==> src/rtl/rtc_bus_sequencer.sv <==
// RTC bus sequencer: drives one address phase, a short gap and one data phase
// into the downstream signal generator. It captures read data during LL windows.
module rtc_bus_sequencer #(
    parameter int unsigned PHASE_LEN = 32,
    parameter int unsigned GAP       = 2
) (
    input  logic       clk,
    input  logic       reset,
    input  logic       start,
    input  logic       rw,
    input  logic [7:0] addr,
    input  logic [7:0] wdata,
    input  logic [7:0] bus_in,
    input  logic       LL,
    output logic       EN_signals,
    output logic       read,
    output logic       dato,
    output logic [7:0] bus_out,
    output logic [7:0] rdata,
    output logic       busy,
    output logic       done
);

    localparam logic [2:0] StIdle = 3'd0;
    localparam logic [2:0] StAddr = 3'd1;
    localparam logic [2:0] StGap  = 3'd2;
    localparam logic [2:0] StData = 3'd3;
    localparam logic [2:0] StDone = 3'd4;

    localparam logic [5:0] PhaseLast = 6'(PHASE_LEN - 1);
    localparam logic [5:0] GapLast   = 6'(GAP - 1);

    logic [2:0] state_q, state_d;
    logic [5:0] cnt_q, cnt_d;
    logic       rw_q, rw_d;
    logic [7:0] addr_q, addr_d;
    logic [7:0] wdata_q, wdata_d;

    logic       en_d, read_d, dato_d, busy_d, done_d;
    logic [7:0] bus_out_d;

    always_comb begin
        state_d = state_q;
        cnt_d   = cnt_q + 6'd1;
        rw_d    = rw_q;
        addr_d  = addr_q;
        wdata_d = wdata_q;
        case (state_q)
            StIdle: begin
                cnt_d = '0;
                if (start) begin
                    state_d = StAddr;
                    rw_d    = rw;
                    addr_d  = addr;
                    wdata_d = wdata;
                end
            end
            StAddr: begin
                if (cnt_q == PhaseLast) begin
                    state_d = StGap;
                    cnt_d   = '0;
                end
            end
            StGap: begin
                if (cnt_q == GapLast) begin
                    state_d = StData;
                    cnt_d   = '0;
                end
            end
            StData: begin
                if (cnt_q == PhaseLast) begin
                    state_d = StDone;
                    cnt_d   = '0;
                end
            end
            StDone: begin
                state_d = StIdle;
                cnt_d   = '0;
            end
            default: begin
                state_d = StIdle;
                cnt_d   = '0;
            end
        endcase
    end

    // Outputs are decoded from the next state so every output is a plain register
    // that only moves on phase boundaries.
    always_comb begin
        en_d      = 1'b0;
        read_d    = 1'b0;
        dato_d    = 1'b0;
        busy_d    = 1'b0;
        done_d    = 1'b0;
        bus_out_d = 8'h00;
        case (state_d)
            StAddr: begin
                en_d      = 1'b1;
                busy_d    = 1'b1;
                bus_out_d = addr_d;
            end
            StGap: begin
                busy_d    = 1'b1;
                bus_out_d = addr_d;
            end
            StData: begin
                en_d      = 1'b1;
                read_d    = rw_d;
                dato_d    = 1'b1;
                busy_d    = 1'b1;
                bus_out_d = rw_d ? 8'h00 : wdata_d;
            end
            StDone: begin
                done_d = 1'b1;
            end
            default: begin
                en_d = 1'b0;
            end
        endcase
    end

    always_ff @(posedge clk) begin
        if (reset) begin
            state_q    <= StIdle;
            cnt_q      <= '0;
            rw_q       <= 1'b0;
            addr_q     <= 8'h00;
            wdata_q    <= 8'h00;
            EN_signals <= 1'b0;
            read       <= 1'b0;
            dato       <= 1'b0;
            bus_out    <= 8'h00;
            rdata      <= 8'h00;
            busy       <= 1'b0;
            done       <= 1'b0;
        end else begin
            state_q    <= state_d;
            cnt_q      <= cnt_d;
            rw_q       <= rw_d;
            addr_q     <= addr_d;
            wdata_q    <= wdata_d;
            EN_signals <= en_d;
            read       <= read_d;
            dato       <= dato_d;
            bus_out    <= bus_out_d;
            busy       <= busy_d;
            done       <= done_d;
            if (state_q == StData && rw_q && LL) begin
                rdata <= bus_in;
            end
        end
    end

endmodule

==> config.mk <==
export PLATFORM = sky130hd
export DESIGN_NAME = rtc_bus_sequencer
export DESIGN_NICKNAME = d
export VERILOG_FILES = /design/src/rtl/rtc_bus_sequencer.sv
export SDC_FILE = /design/constraint.sdc
export NUM_CORES = 1
export LEC_CHECK = 0
export ABC_AREA = 1
export BUFFER_PORTS_ARGS = -buffer_cell sky130_fd_sc_hd__buf_2
export CELL_PAD_IN_SITES_DETAIL_PLACEMENT = 0
export CELL_PAD_IN_SITES_GLOBAL_PLACEMENT = 1
export CORE_MARGIN = 2
export CORE_UTILIZATION = 35
export DETAILED_ROUTE_END_ITERATION = 10
export HOLD_SLACK_MARGIN = 0.05
export PLACE_DENSITY = 0.71
export RECOVER_POWER = 100
export SLEW_MARGIN = 20
export SYNTH_ARGS = -nofsm -noshare
export SYNTH_HDL_FRONTEND = slang
export SYNTH_SLANG_ARGS = --single-unit
==> constraint.sdc <==
create_clock -name clk -period 1.7 [get_ports clk]
set_input_delay 0.255 -clock clk [delete_from_list [all_inputs] [get_ports clk]]
set_output_delay 0.255 -clock clk [all_outputs]
set_load 0.01 [all_outputs]
==> impl_metrics.yaml, run 1 <==
yosys:
  synth.distinct_cells: 33
  yosys-top-cells-count: "47 x dfxtp_1, 42 x nor2_1, 31 x inv_1, 31 x nand2_1, 11 x o21ai_0"
  yosysMostFrequentCell: "dfxtp_1"
  synthArstFlopShare_pct: 0
  synth_seq_cells: 47
  synth_edf_count: 0
  syn_nets: 267
  yosys.area.top_type: "dfxtp_1"
  synth_seq_area_share_pct: 48.3
  netlist.area_leader.share_pct: 48.3
  synthTopCellsByArea: "dfxtp_1 48%, nor2_1 8.1%, inv_1 6.0%"
  syn_avg_cell_area_sq_um: 8.25
  yosysWarnings: 0
  synthCells: 236
  synth-main-ff-cell: "dfxtp_1"
  netlist_area_sq_um: 1950
cells_and_area:
  fin_nets: 321
  diodes: 0
  areaGrowthSynthToFinish_pct: 17.6
  drive_gt1_share_pct: 18.9
  stdcell_count: 363
outcome:
  status: "complete, no violations"
timing:
  setup_violations: 0
  hold_violations: 0
  layout_min_cycle_time_ns: 1.56
  fin_skew_ns: 0.00207
  finalSetupTns_ns: 0
  max_freq_mhz: 641
  maxSlewViolCount: 0
  fin_crit_sh_pct: 91.8
  setup_ws_ns: 0.140
  slew_headroom_pct: 72.3
  rsz0062_at_grt: "false"
  tightest_slew_ns: 0.416
setup_path:
  ff2ff_path_depth: 8
  cp-end-kind: "register"
  rrSetupSlack_ns: 0.14
  regToRegStartpoint: "cnt_q[0]"
  cp_data_arrival_time_ns: 1.76
  worst_setup_path_start_kind: "register"
  path_class: "reg2reg"
  timing.rr.end: "bus_out[7]"
  cp.required_ns: 1.90
  crit_fanout: 8
cts:
  holdBufCountCts: 0
  cts_tree: "done"
  cts-buffers-inserted: 5
  worstSkewPairLatency_ns: 0.30
  cts_buffer_depth: 2
  cts-root-buf: "clkbuf_8"
  h-tree-depth: 2
  cts-resized-gates: 0
  cts.sinks: 47
  clk_pin_slew_worst_paths_ns: 0.09
  post_cts_buffers: 0
global_routing:
  grt_pass1_vias: 1519
  track_usage_pct: 14.4
  grt_pass1_wl_um: 6960
  grt_max_degree: 21
  grt-ovfl-total: 0
  antenna_found_initial: 0
flow_run:
  maxCapViolCount: 0
routing:
  vias_per_cell: 4.42
  drtPass1Iterations: 4
  antenna_left: 0
  first_iter_violations: 69
  drc: 0
  vias: 1604
  drt-wirelength-per-cell_um: 11.3
  wl_um: 4110
hold_path:
  hp-class: "in2reg"
  whs_path_depth: 3
  holdPathEnd: "rdata[1]"
  min_from: "bus_in[1]"
pwr:
  total_power_mw: 2.09
  power.leakage_nw: 1.03
  power_density_nw_per_um2: 912
  ir_drop_v: 0.000295
die:
  core_sq_um: 5440
  fp.dieH_um: 78.6
  dieArea_sq_um: 6170
  io_pins: 50
  fp.dieW_um: 78.6
  initial_utilization_pct: 35.8
  row_count: 27
placed_design:
  dp.final_hpwl_um: 3030
  place_inst: 355
  place_congestion: 0.728
  io_buffer_count: 49
  pre_cts_slack_ns: 0.144
-- cell type report --
type	instances	area, sq um
Fill cell	597	3150
Multi-Input combinational cell	147	790
Inverter	35	131
Sequential cell	47	941
Timing Repair Buffer	54	253
Clock buffer	6	72.6
Tap cell	72	90.1
Clock inverter	2	12.5
-- sequential cells by signal, indices dropped and copies added (netlist names) --
| signal | flops |
|---|---|
| state_q | 3 |
| wdata_q | 8 |
| busy | 1 |
| done | 1 |
| bus_out | 8 |
| rdata | 8 |
| rw_q | 1 |
| read | 1 |
| addr_q | 8 |
| EN_signals | 1 |
| cnt_q | 6 |
| dato | 1 |
-- how the worst max path moves through the flow --
stage	start	endpoint	slack, ns	cells past startpoint
CTS	cnt_q[0]	bus_out[7]	0.13	8
global route	cnt_q[0]	bus_out[0]	0.01	8
floorplan	cnt_q[0]	bus_out[2]	0.32	8
detailed placement	cnt_q[0]	bus_out[7]	0.14	8
global placement	state_q[1]	bus_out[2]	0.19	7
finish	cnt_q[0]	bus_out[7]	0.14	8
-- worst max-delay path, cell delays in order, from the launching register on --
cell and delay [ns]:
dfxtp_1 0.39, ha_1 0.23, nand3_2 0.15, nor2_4 0.18
nor2_1 0.08, nor2_2 0.18, nand2_4 0.11, nand3_1 0.08
nand2_1 0.06
-- through the flow --
| stage | utilization, % | hold WS [ns] | instance area [sq um] |
|---|---|---|---|
| after global routing | 42.1 | 0.212 | 2290 |
| after floorplan | - | 0.347 | 1950 |
| after global placement | 41.6 | 0.443 | 2260 |
| after detailed placement | 41.6 | 0.440 | 2260 |
| final | 42.1 | 0.199 | 2290 |
| after CTS | 43.2 | 0.181 | 2350 |
-- logic make-up after synthesis --
family | count (synthesis) | synth area share [%]
buf+inv | 42 | 9.83
fa+ha+maj | 2 | 1.29
xor+xnor | 3 | 1.35
compound gates | 32 | 11.7
simple gates | 110 | 27.5
flops | 47 | 48.3
-- where the power goes --
part / internal, mW / leakage (nW) / switching [mW]
Sequential: 1.15 / 0.385 / 0.0197
Combinational: 0.101 / 0.605 / 0.149
Clock: 0.288 / 0.0412 / 0.375
Total: 1.54 / 1.03 / 0.544
-- routing by layer --
metal | up-vias | track usage (%) | routed length, um
met4 | 0 | 6.32 | 80
met3 | 7 | 3.91 | 226
met2 | 39 | 23.0 | 1790
met1 | 697 | 18.3 | 2020
met5 | - | 0 | 0
li1 | 861 | - | -
-- cells in the final DEF (no fill, tap or decap), types with 3 or more instances in the layout --
cell,instances
buf_2,28
clkbuf_8,5
o21a_1,8
nor2_4,3
inv_2,4
buf_4,4
inv_1,31
nand3_1,10
a31oi_1,6
nor2_1,42
nor3_1,7
nand4_1,8
clkbuf_1,23
nand2_1,32
dfxtp_1,47
o21ai_0,12
(Power assumes the default switching activity.)
==> run 2, diff against run 1 <==
Settings changed: CAP_MARGIN set to 10, CORE_UTILIZATION 35 to 38, PLACE_DENSITY 0.71 to 0.77.
==> run 2 against run 1 <==
Clock power increased by 28%. Sequential cell count unchanged. Non-clock buffer count increased by 1. Global-route usage increased by 0.59 points. Total power increased by 9.5%. Clock-buffer cell count unchanged. Combinational power increased by 6%. Worst setup slack improved by 0.023 ns. Fmax increased by 1.5%. Largest cell class unchanged. Largest power group unchanged.
==> impl_metrics.yaml, run 2 (synthesis results as in run 1) <==
outcome:
  status: "complete, no violations"
cells_and_area:
  layout_commonest_cell: "dfxtp_1"
  drive_gt1_share_pct: 20.5
  diodes: 0
  fin_nets: 322
  layout_common_cells: "47 x dfxtp_1, 42 x nor2_1, 31 x inv_1, 31 x nand2_1, 28 x buf_2"
  areaGrowthSynthToFinish_pct: 20.9
cts:
  cts_buffer_depth: 2
  post_cts_buffers: 0
  holdBufCountCts: 0
  worstSkewPairLatency_ns: 0.30
  cts_tree: "done"
  cts-resized-gates: 0
  cts-buffers-inserted: 5
  h-tree-depth: 2
  cts.sinks: 47
  cts-root-buf: "clkbuf_8"
  clk_pin_slew_worst_paths_ns: 0.09
timing:
  hold_violations: 0
  finalSetupTns_ns: 0
  slew_headroom_pct: 69.4
  maxSlewViolCount: 0
  max_freq_mhz: 651
  setup_violations: 0
  fin_skew_ns: 0.00724
  layout_min_cycle_time_ns: 1.54
  rsz0062_at_grt: "false"
  fin_crit_sh_pct: 90.4
  tightest_slew_ns: 0.459
setup_path:
  crit_chain: "ha_1 > nand3_2 > nor2_4 > nor2_1 > nor2_2 > nand2_4 > nand3_1 > nand2_1"
  cp_data_arrival_time_ns: 1.74
  cp.depth: 8
  worst_setup_path_start_kind: "register"
  endpoint: "bus_out[6]"
  regToRegStartpoint: "cnt_q[0]"
  ff2ff_path_depth: 8
  crit_slowest_cell: "dfxtp_1"
  crit_fanout: 8
  cp.required_ns: 1.90
  critPathTopFamily: "simple AND/OR/NAND/NOR gates"
  slowest_delay_ns: 0.38
  rrSetupSlack_ns: 0.16
  startpoint: "cnt_q[0]"
  cp-end-kind: "register"
  crit_buf_inv: 0
  path_class: "reg2reg"
  timing.rr.end: "bus_out[6]"
routing:
  highest-signal-layer: "met4"
  met2_length_um: 1780
  route.met3.wl_um: 191
  drt-met1-wl_um: 1990
  drt-wirelength-per-cell_um: 11.1
  antenna_left: 0
  drc: 0
  vias: 1612
  drtPass1Iterations: 4
  first_iter_violations: 90
  vias_per_cell: 4.45
  wl_um: 4020
global_routing:
  grt_max_degree: 21
  grt_pass1_vias: 1442
  track_usage_pct: 15.0
  grt_pass1_wl_um: 6470
  antenna_found_initial: 0
  grt-ovfl-total: 0
flow_run:
  maxCapViolCount: 0
die:
  dieArea_sq_um: 5710
  initial_utilization_pct: 38.9
  fp.dieH_um: 75.6
  core_sq_um: 5010
  fp.dieW_um: 75.6
  row_count: 26
  io_pins: 50
placed_design:
  io_buffer_count: 49
  dp.final_hpwl_um: 2940
  place_congestion: 0.727
pwr:
  power.leakage_nw: 1.07
  power_density_nw_per_um2: 971
  ir_drop_v: 0.000412
  total_power_mw: 2.29
hold_path:
  hp-class: "in2reg"
  whs_path_depth: 3
-- run 2: metrics by stage --
stage | cells | utilization (%) | setup slack (ns) | hold slack (ns) | cell area, sq um
after floorplan | 236 | - | 0.322 | 0.347 | 1950
after global placement | 354 | 45.5 | 0.237 | 0.436 | 2280
after detailed placement | 354 | 45.5 | 0.187 | 0.447 | 2280
after CTS | 362 | 47.9 | 0.168 | 0.196 | 2400
after global routing | 362 | 47.0 | 0.0128 | 0.219 | 2350
final | 362 | 47.0 | 0.163 | 0.206 | 2350
-- run 2: worst min path at each step --
stage	startpoint	end
after floorplan	reset	addr_q[1]
after global placement	addr_q[0]	addr_q[0]
after detailed placement	addr_q[0]	addr_q[0]
after CTS	bus_in[4]	rdata[4]
after global routing	bus_in[0]	rdata[0]
final	bus_in[4]	rdata[4]
-- run 2: tightest hold or removal path: stages --
cell     delay (ns)
buf_2          0.07
o21ai_0        0.07
nor2_1         0.07
-- run 2: cell type report --
class                      count  area (sq um)
timing repair buffer          55           277
clock inverter                 2          35.0
sequential                    47           941
tap                           70          87.6
multi-input combinational    147           797
fill                         544          2660
inverter                      35           134
clock buffer                   6          82.6
-- run 2: layer usage --
layer  global-route usage (%)  up-vias
met5                        0        -
met4                     6.63        0
met3                     4.37        7
met2                     23.3       29
met1                     19.5      712
li1                         -      864
-- run 2: power by group --
group | switching, mW | internal, mW | leakage (nW)
Sequential | 0.0174 | 1.15 | 0.385
Clock | 0.373 | 0.476 | 0.0612
Combinational | 0.156 | 0.109 | 0.620
Total | 0.546 | 1.74 | 1.07
==> run 3, diff against run 2 <==
Settings changed: ABC_AREA 1 to 0, PLACE_DENSITY 0.77 to 0.75.
==> run 3 against run 2 <==
Area after synthesis fell by 8.6%. Sequential power barely moved. Critical path depth fell by 4.
==> impl_metrics.yaml, run 3 <==
yosys:
  synth-main-ff-cell: "dfxtp_1"
  netlist_area_sq_um: 1780
  yosys-top-cells-count: "47 x dfxtp_1, 26 x nor2_1, 17 x mux2i_1, 16 x nand2_1"
  synth.distinct_cells: 36
  synth_seq_area_share_pct: 52.9
  yosys.area.top_type: "dfxtp_1"
  synth_edf_count: 0
  syn_nets: 203
  synthCells: 172
  synthArstFlopShare_pct: 0
  yosysWarnings: 0
  netlist.area_leader.share_pct: 52.9
  yosysMostFrequentCell: "dfxtp_1"
  synth_seq_cells: 47
  synthTopCellsByArea: "dfxtp_1 53%, mux2i_1 9.6%, nor2_1 5.5%"
  syn_avg_cell_area_sq_um: 10.3
hold_path:
  hp-class: "in2reg"
  holdPathEnd: "rdata[6]"
  whs_path_depth: 3
  min_from: "bus_in[6]"
pwr:
  power_density_nw_per_um2: 916
  power.leakage_nw: 0.927
  total_power_mw: 1.98
  ir_drop_v: 0.000351
cells_and_area:
  layout_commonest_cell: "dfxtp_1"
  stdcell_count: 281
  n_fill_cell: 453
  fin_nets: 259
  areaGrowthSynthToFinish_pct: 21.2
  layout_common_cells: "46 x dfxtp_1, 28 x buf_2, 26 x nor2_1, 24 x clkbuf_1, 17 x mux2i_1"
  diodes: 0
  final_util_pct: 48.5
  drive_gt1_share_pct: 21.4
global_routing:
  grt-ovfl-total: 0
  grt_pass1_vias: 1254
  grt_max_degree: 32
  grt_pass1_wl_um: 5790
  antenna_found_initial: 0
  track_usage_pct: 14.2
cts:
  cts_tree: "done"
  cts-root-buf: "clkbuf_8"
  worstSkewPairLatency_ns: 0.29
  h-tree-depth: 2
  cts-buffers-inserted: 5
  cts_buffer_depth: 2
  holdBufCountCts: 0
  cts.sinks: 47
  clk_pin_slew_worst_paths_ns: 0.08
setup_path:
  crit_chain: "or4b_1 > nand2_1 > a21oi_1 > o2bb2ai_1"
  slowest_delay_ns: 0.73
  crit_fanout: 8
  worst_setup_path_start_kind: "register"
  path_class: "reg2reg"
  cp.required_ns: 1.88
  regToRegStartpoint: "state_q[2]"
  cp_data_arrival_time_ns: 1.77
  rrSetupSlack_ns: 0.11
  cp-end-kind: "register"
  crit_slowest_cell: "or4b_1"
  timing.rr.end: "bus_out[3]"
  ff2ff_path_depth: 4
die:
  fp.dieH_um: 72.4
  core_sq_um: 4440
  dieArea_sq_um: 5250
  row_count: 24
  initial_utilization_pct: 40.0
  io_pins: 50
  fp.dieW_um: 72.4
routing:
  vias_per_cell: 4.75
  drt-wirelength-per-cell_um: 12.8
  drc: 0
  wl_um: 3590
  antenna_left: 0
  first_iter_violations: 58
  vias: 1336
  drtPass1Iterations: 4
timing:
  layout_min_cycle_time_ns: 1.59
  tightest_slew_ns: 0.454
  slew_headroom_pct: 69.7
  fin_crit_sh_pct: 93.5
  setup_violations: 0
  finalSetupTns_ns: 0
  maxSlewViolCount: 0
  max_freq_mhz: 629
  fin_skew_ns: 0.00590
  rsz0062_at_grt: "false"
  hold_violations: 0
placed_design:
  place_inst: 272
  place_congestion: 0.767
  io_buffer_count: 49
  dp.final_hpwl_um: 2580
outcome:
  status: "complete, no violations"
flow_run:
  maxCapViolCount: 0
run 3: report_power, final:
group	leakage [nW]	internal (mW)	switching, mW
Sequential	0.384	1.14	0.0138
Combinational	0.502	0.0822	0.101
Clock	0.0412	0.288	0.352
run 3: per-layer routing:
metal  vias to the layer above  part of all wire (%)  track usage [%]
met4                         0                   1.3             6.17
met1                       592                    50             19.0
met3                         5                   5.0             3.06
met5                         -                     0                0
li1                        700                     -                -
met2                        39                    44             22.0
run 3: cell families (layout without fill, tap and decap cells):
family                     count (synthesis)  count (layout)  synth area share [%]
buffers and inverters                     11              68                  3.30
and+or+nand+nor                           67              67                  20.8
adders and majority gates                  2               2                  1.41
muxes                                     17              17                  9.56
DFF                                       47              47                  52.9
xor gates and xnor gates                   5               5                  2.46
AOI/OAI and AO/OA                         23              23                  9.56
run 3: worst max path at each step:
stage	start	endpoint	slack, ns	depth (start not counted)
after detailed placement	cnt_q[1]	bus_out[2]	0.03	6
final	state_q[2]	bus_out[3]	0.11	4
after floorplan	cnt_q[0]	bus_out[1]	0.22	5
after global routing	state_q[2]	rdata[6]	0.02	4
after global placement	cnt_q[1]	bus_out[5]	0.06	6
after CTS	cnt_q[1]	bus_out[2]	0.009	6
run 3: cell type report:
class | count | area [sq um] | share of cell area, %
clock inverter | 2 | 12.5 | 0.580
sequential | 47 | 942 | 43.7
timing repair buffer | 57 | 284 | 13.2
clock buffer | 6 | 72.6 | 3.36
tap | 52 | 65.1 | 3.02
inverter | 3 | 11.3 | 0.522
multi-input combinational | 114 | 769 | 35.7
run 3: repair_timing:
| item | CTS | global route |
|---|---|---|
| hold endpoints to repair | 0 | 0 |
| setup buffers | 0 | 1 |
| gates resized for setup | 0 | 1 |
| endpoints found under the setup margin | 0 | 10 |
run 3: critical path, delay by kind of cell, from the launching register on:
| family | cells | cell delay (ns) |
|---|---|---|
| compound gates | 2 | 0.23 |
| flops | 1 | 0.38 |
| simple gates | 2 | 0.87 |
run 3: per-stage QoR:
step           area (sq um)  setup slack [ns]  hold slack [ns]
3_5_place_dp           2110            0.0284            0.456
5_1_grt                2160            0.0233            0.208
2_1_floorplan          1780             0.219            0.336
3_3_place_gp           2110            0.0597            0.452
4_1_cts                2190           0.00880            0.183
6_report               2160             0.110            0.192
